==> src/rtl/mips_pkg.sv <==
// ---------------------------------------------------------------------------
// mips_pkg
//
// Purpose:
//   Shared definitions for the memory arbiter: FSM state encoding, bus owner
//   encoding, datapath widths and a small helper that names "the other
//   requester".
//
// Contents:
//   state_t     : IDLE / ACCESS / DONE arbiter states
//   owner_t     : OWN_CPU / OWN_DMA bus owner
//   DATA_W      : width of addresses and data words
//   CNT_W       : width of the wait-cycle counter (WAIT legal range 0..15)
//   other_owner : returns the requester that is not the argument
// ---------------------------------------------------------------------------
package mips_pkg;

    localparam int DATA_W = 32;
    localparam int CNT_W  = 4;

    typedef enum logic [1:0] {
        IDLE   = 2'd0,
        ACCESS = 2'd1,
        DONE   = 2'd2
    } state_t;

    typedef enum logic {
        OWN_CPU = 1'b0,
        OWN_DMA = 1'b1
    } owner_t;

    // Used by the round-robin build to hand priority to whoever was not just
    // granted the bus.
    function automatic owner_t other_owner(input owner_t owner);
        return (owner == OWN_CPU) ? OWN_DMA : OWN_CPU;
    endfunction

endpackage

==> src/rtl/arb_pick.sv <==
// ---------------------------------------------------------------------------
// arb_pick
//
// Purpose:
//   Purely combinational owner selection for the memory arbiter. When only
//   one requester is active it wins; when both are active the one named by
//   'prio' wins.
//
// Ports:
//   cpu_req  in  1  CPU request
//   dma_req  in  1  DMA request
//   prio     in  1  owner that wins a simultaneous request
//   grant    out 1  at least one request is active
//   owner    out 1  selected owner (meaningful only while grant=1)
// ---------------------------------------------------------------------------
module arb_pick
    import mips_pkg::*;
(
    input  logic   cpu_req,
    input  logic   dma_req,
    input  owner_t prio,
    output logic   grant,
    output owner_t owner
);

    // A lone requester always wins; a tie is broken by the priority input.
    // With no request the owner output defaults to CPU and is ignored.
    always_comb begin
        grant = cpu_req | dma_req;
        owner = OWN_CPU;
        if (cpu_req && dma_req) begin
            owner = prio;
        end else if (dma_req) begin
            owner = OWN_DMA;
        end
    end

endmodule

==> src/rtl/mem_arbiter.sv <==
// ---------------------------------------------------------------------------
// mem_arbiter
//
// Purpose:
//   Shares one memory port between a CPU and a DMA/loader. One access at a
//   time runs through IDLE -> ACCESS -> DONE. The owner's address, data and
//   write select are latched on entry to ACCESS, so requester inputs may move
//   while an access is in flight. ACCESS lasts WAIT+1 cycles; the single
//   write strobe and the read-data capture both happen in its last cycle.
//   DONE pulses the owner's ready for one cycle with the captured read data.
//
// Configuration:
//   MEM_ARB_RR_EN defined   : round-robin between CPU and DMA on ties, the
//                             requester not served last wins.
//   MEM_ARB_RR_EN undefined : fixed priority, CPU wins ties, no pointer flop.
//
// Parameters:
//   WAIT : memory wait cycles per access (0..15)
//
// Ports:
//   clk        in  1   system clock, rising edge
//   reset      in  1   synchronous active-high reset
//   cpu_req    in  1   CPU request          cpu_we  in 1  CPU write select
//   cpu_adr    in  32  CPU address          cpu_wd  in 32 CPU write data
//   cpu_rd     out 32  CPU read data (valid with cpu_ready, else 0)
//   cpu_ready  out 1   one-cycle CPU completion pulse
//   dma_req    in  1   DMA request          dma_we  in 1  DMA write select
//   dma_adr    in  32  DMA address          dma_wd  in 32 DMA write data
//   dma_rd     out 32  DMA read data (valid with dma_ready, else 0)
//   dma_ready  out 1   one-cycle DMA completion pulse
//   mem_we     out 1   shared memory write strobe
//   mem_adr    out 32  shared memory address
//   mem_wd     out 32  shared memory write data
//   mem_rd     in  32  shared memory read data
//   busy       out 1   arbiter not in IDLE
// ---------------------------------------------------------------------------
module mem_arbiter
    import mips_pkg::*;
#(
    parameter int unsigned WAIT = 1
) (
    input  logic              clk,
    input  logic              reset,

    input  logic              cpu_req,
    input  logic              cpu_we,
    input  logic [DATA_W-1:0] cpu_adr,
    input  logic [DATA_W-1:0] cpu_wd,
    output logic [DATA_W-1:0] cpu_rd,
    output logic              cpu_ready,

    input  logic              dma_req,
    input  logic              dma_we,
    input  logic [DATA_W-1:0] dma_adr,
    input  logic [DATA_W-1:0] dma_wd,
    output logic [DATA_W-1:0] dma_rd,
    output logic              dma_ready,

    output logic              mem_we,
    output logic [DATA_W-1:0] mem_adr,
    output logic [DATA_W-1:0] mem_wd,
    input  logic [DATA_W-1:0] mem_rd,

    output logic              busy
);

    localparam logic [CNT_W-1:0] WAIT_CNT = CNT_W'(WAIT);

    state_t            state_q, state_d;
    owner_t            owner_q, owner_d;
    logic [DATA_W-1:0] adr_q, adr_d;
    logic [DATA_W-1:0] wd_q, wd_d;
    logic              we_q, we_d;
    logic [CNT_W-1:0]  cnt_q, cnt_d;
    logic [DATA_W-1:0] rdata_q, rdata_d;

    logic              pick_grant;
    owner_t            pick_owner;
    owner_t            prio;

`ifdef MEM_ARB_RR_EN
    // Priority pointer: the owner that wins the next tie. Starts at CPU.
    owner_t            rr_q, rr_d;

    assign prio = rr_q;
`else
    assign prio = OWN_CPU;
`endif

    arb_pick u_arb_pick (
        .cpu_req (cpu_req),
        .dma_req (dma_req),
        .prio    (prio),
        .grant   (pick_grant),
        .owner   (pick_owner)
    );

    // State and datapath registers. Reset aborts any access in flight: the
    // FSM returns to IDLE so neither a ready pulse nor a write strobe can
    // appear in the following cycle.
    always_ff @(posedge clk) begin
        if (reset) begin
            state_q <= IDLE;
            owner_q <= OWN_CPU;
            adr_q   <= '0;
            wd_q    <= '0;
            we_q    <= 1'b0;
            cnt_q   <= '0;
            rdata_q <= '0;
        end else begin
            state_q <= state_d;
            owner_q <= owner_d;
            adr_q   <= adr_d;
            wd_q    <= wd_d;
            we_q    <= we_d;
            cnt_q   <= cnt_d;
            rdata_q <= rdata_d;
        end
    end

`ifdef MEM_ARB_RR_EN
    // Round-robin pointer register, kept separate so the fixed-priority
    // build carries no pointer flop at all.
    always_ff @(posedge clk) begin
        if (reset) begin
            rr_q <= OWN_CPU;
        end else begin
            rr_q <= rr_d;
        end
    end
`endif

    // Next-state logic. IDLE grabs a snapshot of the winning requester so
    // later input changes cannot disturb the access. ACCESS counts the wait
    // cycles down and captures memory read data when the count hits zero.
    always_comb begin
        state_d = state_q;
        owner_d = owner_q;
        adr_d   = adr_q;
        wd_d    = wd_q;
        we_d    = we_q;
        cnt_d   = cnt_q;
        rdata_d = rdata_q;
`ifdef MEM_ARB_RR_EN
        rr_d    = rr_q;
`endif

        case (state_q)
            IDLE: begin
                if (pick_grant) begin
                    owner_d = pick_owner;
                    if (pick_owner == OWN_DMA) begin
                        adr_d = dma_adr;
                        wd_d  = dma_wd;
                        we_d  = dma_we;
                    end else begin
                        adr_d = cpu_adr;
                        wd_d  = cpu_wd;
                        we_d  = cpu_we;
                    end
                    cnt_d   = WAIT_CNT;
                    state_d = ACCESS;
`ifdef MEM_ARB_RR_EN
                    rr_d    = other_owner(pick_owner);
`endif
                end
            end

            ACCESS: begin
                if (cnt_q == '0) begin
                    rdata_d = mem_rd;
                    state_d = DONE;
                end else begin
                    cnt_d = cnt_q - 1'b1;
                end
            end

            DONE: begin
                state_d = IDLE;
            end

            default: begin
                state_d = IDLE;
            end
        endcase
    end

    // Output decode. The memory bus carries the latched request for the
    // whole access and is parked at zero in IDLE. The write strobe is
    // limited to the final ACCESS cycle so each access writes exactly once.
    // Read data is only presented to the owner, and only while its ready is
    // high; the other requester always sees zero.
    always_comb begin
        busy      = (state_q != IDLE);
        mem_adr   = '0;
        mem_wd    = '0;
        mem_we    = 1'b0;
        cpu_ready = 1'b0;
        dma_ready = 1'b0;
        cpu_rd    = '0;
        dma_rd    = '0;

        if (state_q != IDLE) begin
            mem_adr = adr_q;
            mem_wd  = wd_q;
        end

        if (state_q == ACCESS && cnt_q == '0) begin
            mem_we = we_q;
        end

        if (state_q == DONE) begin
            if (owner_q == OWN_DMA) begin
                dma_ready = 1'b1;
                dma_rd    = rdata_q;
            end else begin
                cpu_ready = 1'b1;
                cpu_rd    = rdata_q;
            end
        end
    end

endmodule

==> config.mk <==
export PLATFORM = sky130hd
export DESIGN_NAME = mem_arbiter
export DESIGN_NICKNAME = d
export VERILOG_FILES = /design/src/rtl/mips_pkg.sv /design/src/rtl/arb_pick.sv /design/src/rtl/mem_arbiter.sv
export SDC_FILE = /design/constraint.sdc
export NUM_CORES = 1
export LEC_CHECK = 0
export ABC_AREA = 0
export CAP_MARGIN = 25
export CORE_ASPECT_RATIO = 1.5
export CORE_MARGIN = 2
export CORE_UTILIZATION = 35
export CTS_CLUSTER_DIAMETER = 40
export DETAILED_ROUTE_END_ITERATION = 10
export PLACE_DENSITY = 0.84
export SLEW_MARGIN = 10
export SYNTH_ARGS = -nofsm -noshare
export SYNTH_HDL_FRONTEND = slang
export SYNTH_SLANG_ARGS = --single-unit
==> constraint.sdc <==
create_clock -name clk -period 1.7 [get_ports clk]
set_clock_uncertainty 0.15 [all_clocks]
set_input_delay 0.17 -clock clk [delete_from_list [all_inputs] [get_ports clk]]
set_output_delay 0.17 -clock clk [all_outputs]
set_load 0.1 [all_outputs]
==> impl_summary.log <==
[metrics] run status: finished with violations
[metrics] failing checks: setup timing
[metrics] share of the clock period used by the worst path after layout: 116%
[metrics] final number of setup-violating endpoints: between 150 and 200
[metrics] ordered cell list for the critical path: nor2_4, inv_8, buf_12, clkbuf_16, and2_4, buf_12
[metrics] Synth Area in XOR/XNOR: 0%
[metrics] critical path capture point type: output port
[metrics] number of enable flip-flop cells after synthesis: 0
[metrics] drt pass-1 iters: 6
[metrics] Synthesized Nets: 868
[metrics] length of routed wiring on met1: 8.45 mm
[metrics] largest net degree at the start of global routing: 66
[metrics] Yosys warning count: 0
[metrics] die extent in y: roughly 160 um
[metrics] row count: between 50 and 60
[metrics] most instantiated flip-flop cell in the synthesis netlist: dfxtp_1
[metrics] starting density of the core: a little over a third
[metrics] count of antenna diodes in the layout: 0
[metrics] area of the multi-input gates: 3310 um^2
[metrics] source-to-sink clock delay at the later pin of the worst-skew pair: between 0.3 and 0.4 ns
[metrics] post-route worst setup slack: -0.267 ns
[metrics] Netlist cell types: 33
[metrics] number of buffers between clock root and the deepest sink: 2
[metrics] synthesized-area fraction occupied by ao, oa, aoi and oai cells: between 20 and 25%
[metrics] detailed-route via count: approximately 6.6k
[metrics] most used cell, CP: buf_12
[metrics] worst path required time: 1.38 ns
[metrics] slowest library cell on the worst path: dfxtp_4
[metrics] vias per inst: 5.53
[metrics] count of hold buffers inserted by post-cts repair: 0
[metrics] Avg Synthesized Cell Area: ~7.6 um^2
[metrics] proportion of power drawn by the clock network: about a fifth
[metrics] final routed wire length divided by cell count: about 20 um
[metrics] pre-CTS setup slack: -0.232 ns
[metrics] worst IR drop on VDD: 0.571 mV
[metrics] largest delay contributor family on the critical path: buffers and inverters
[metrics] logic gate share of total power: ~49%
[metrics] number of routed nets with antenna violations: 0
[metrics] area of the mapped netlist: ~5300 um^2
[metrics] vias in the first global route: 6678
[metrics] number of sinks on the clock net: about 100
[metrics] area share of fa/ha/maj cells after synthesis: less than 1%
[metrics] Top Layer Used: met4
[metrics] Hold Vio Cnt, Final: 0
[metrics] total routed wirelength: about 24 mm
[metrics] delay of the slowest cell on the worst path: about 0.36 ns
[metrics] met2 layer wire length in the routed design: between 10 and 15 mm
[metrics] total of flip-flops plus latches after synthesis: about 100
[metrics] Crit path arrival time: ~1.7 ns
[metrics] switching fraction of total power: between 30% and 40%
[metrics] Clock H-tree levels: 3
[metrics] worst hold slack after final layout: approximately 0.088 ns
[metrics] met3 wire len: roughly 1.4 mm
[metrics] die extent in x: between 100 and 150 um
[metrics] measured slew at the worst slew-check pin: approximately 0.37 ns
[metrics] # fillers: just under 1k
[metrics] antenna violations before repair: 0
[metrics] static leakage: about 4.4 nW
[metrics] count of mapped cells out of synthesis: 700
[metrics] total half-perimeter wirelength after legalization and detailed placement: approximately 15 mm
[metrics] DRC violation count after routing: 0
[metrics] sequential element share of the synthesized area: between 30% and 40%
[metrics] sequential share of power: a little under a third
[metrics] Pint: 5.94 mW
[metrics] Worst setup SP type: flop
[metrics] critical path fanouts, max: 6
[metrics] DRC violation total after the first TritonRoute iteration: between 300 and 400
[metrics] first-pass GRT wire length: 35.8 mm
[metrics] die outline area: approximately 16000 um^2
[metrics] core area: ~15000 um^2
[metrics] count of boundary I/O pins: around 300
[metrics] GRT Residual Overflow: 0
[metrics] root buffer cell: clkbuf_16
[metrics] number of nets in the layout: 1163
[metrics] final critical-path required period: between 1.5 and 2 ns
[metrics] share of layout cells above drive strength 1: a little over a third
[metrics] worst rel slew slack: 75.4%
[metrics] TritonCTS Buffers: 9
[metrics] worst path bufs/invs: 4
[metrics] Clk pin slew, worst setup/hold paths: 0.07 ns
[metrics] switching power: ~3.8 mW
[metrics] fraction of registers with async set/reset: 0%
[metrics] largest family of logic cells by synthesized area: simple AND/OR/NAND/NOR gates
[metrics] worst min path class: in2reg
[metrics] clock tree from TritonCTS: done
[metrics] Pins Over Slew Limit: 0
[metrics] share of cell area taken by muxes after synthesis: 0%
[metrics] Total GRT Usage: about 27%
[metrics] Reg area: about 2100 um^2
[metrics] Routability Congestion: 0.827
[metrics] Power Density: between 800 and 900 nW/um^2
[metrics] f_max: 0.508 GHz
[metrics] area share of and/or/nand/nor cells after synthesis: 29.9%
[metrics] area added between synthesis and finish: 111%
[metrics] max_cap viols: 0
[metrics] number of buffers added on ports: around 300
[metrics] kind of critical path: reg2out
[metrics] unrepaired setup endpoints after global routing: yes
## layer usage
metal,up-vias,GRT usage (%)
met5,-,0
met4,0,14.4
met3,96,5.45
li1,3038,-
met1,3143,29.9
met2,357,49.4
## final cells by class
class	instances	area share, %
sequential	104	18.6
multi-input combinational	518	29.4
clock buffer	12	2.19
inverter	3	0.167
clock inverter	4	0.267
tap	199	2.22
timing repair buffer	358	47.0
timing repair inverter	1	0.100
## cell usage after synthesis (3+ instances only)
library cell	count	area share, %
clkbuf_1	46	3.2
nor2_1	3	0.21
dfxtp_1	104	39
a21oi_1	100	9.4
a311oi_1	65	11
buf_2	25	2.4
buf_4	4	0.56
o21ai_0	33	3.1
nand3_1	32	3.0
nor2b_1	3	0.35
and2_1	128	15
nand2_1	131	9.2
## flip-flops by register name, summed over array words and instances (netlist names)
name and count:
cnt_q 4, wd_q 32, rdata_q 32, adr_q 32
we_q 1, owner_q 1, state_q 2
## placed cells by master, fill, tap and decap left out, drive strengths merged
cell type and count:
or3b 1, buf 184, nor3 2, and3b 1, or4 2, nor3b 2, or3 1, dfxtp 104
o31ai 1, nor2 4, nor2b 3, o21ai 33, o31a 1, clkdlybuf4s50 164, ha 2, a21oi 100
clkinvlp 1, o21ba 1, or2 1, a31oi 1, o41ai 1, and2 128, clkbuf 22, nand3 32
o221ai 1, a311oi 65, inv 4, nand2 131, and3 1, clkinv 3, nand4b 1, nand2b 2
## repair_timing
action | 4_1_cts | 5_1_grt
pin swaps | 34 | 24
gates resized for setup | 69 | 30
setup buffers | 15 | 5
endpoints found under the setup margin | 140 | 170
cloned | 7 | 12
## stage by stage
stage | cells | power (mW) | area [um^2] | utilization, % | TNS [ns]
detailed placement | 1149 | 6.99 | 10200 | 67.9 | -8.93
global route | 1199 | 10.1 | 11200 | 74.9 | -32.45
floorplan | 700 | 5.34 | 5590 | - | -3.09
finish | 1199 | 9.76 | 11200 | 74.9 | -25.32
CTS | 1187 | 9.39 | 10900 | 72.9 | -20.32
global placement | 1149 | 6.89 | 10200 | 67.9 | -3.95
## cell families after synthesis
logic type | Yosys count
buffers and inverters | 78
AOI/OAI and AO/OA | 204
and+or+nand+nor | 312
adders and majority gates | 2
DFF | 104
## path summary, 6_finish.rpt
path                                  start           to  slack, ns  cells after the start
worst max-delay path             state_q[1]   mem_adr[3]      -0.27                      6
worst min-delay path                  reset  rdata_q[20]       0.09                      2
worst max register to register   state_q[1]     wd_q[24]      -0.06                      8
worst min register to register  rdata_q[20]  rdata_q[20]       0.34                      2
## power groups by stage
stage / registers (mW) / clock network, mW / logic (mW)
finish: 2.97 / 1.98 / 4.80
global route: 3.00 / 2.11 / 5.01
CTS: 2.95 / 2.02 / 4.42
detailed placement: 2.99 / 0 / 4.00
global placement: 2.97 / 0 / 3.92
floorplan: 2.93 / 0 / 2.41
No activity file was read; power rests on OpenSTA's default activity.
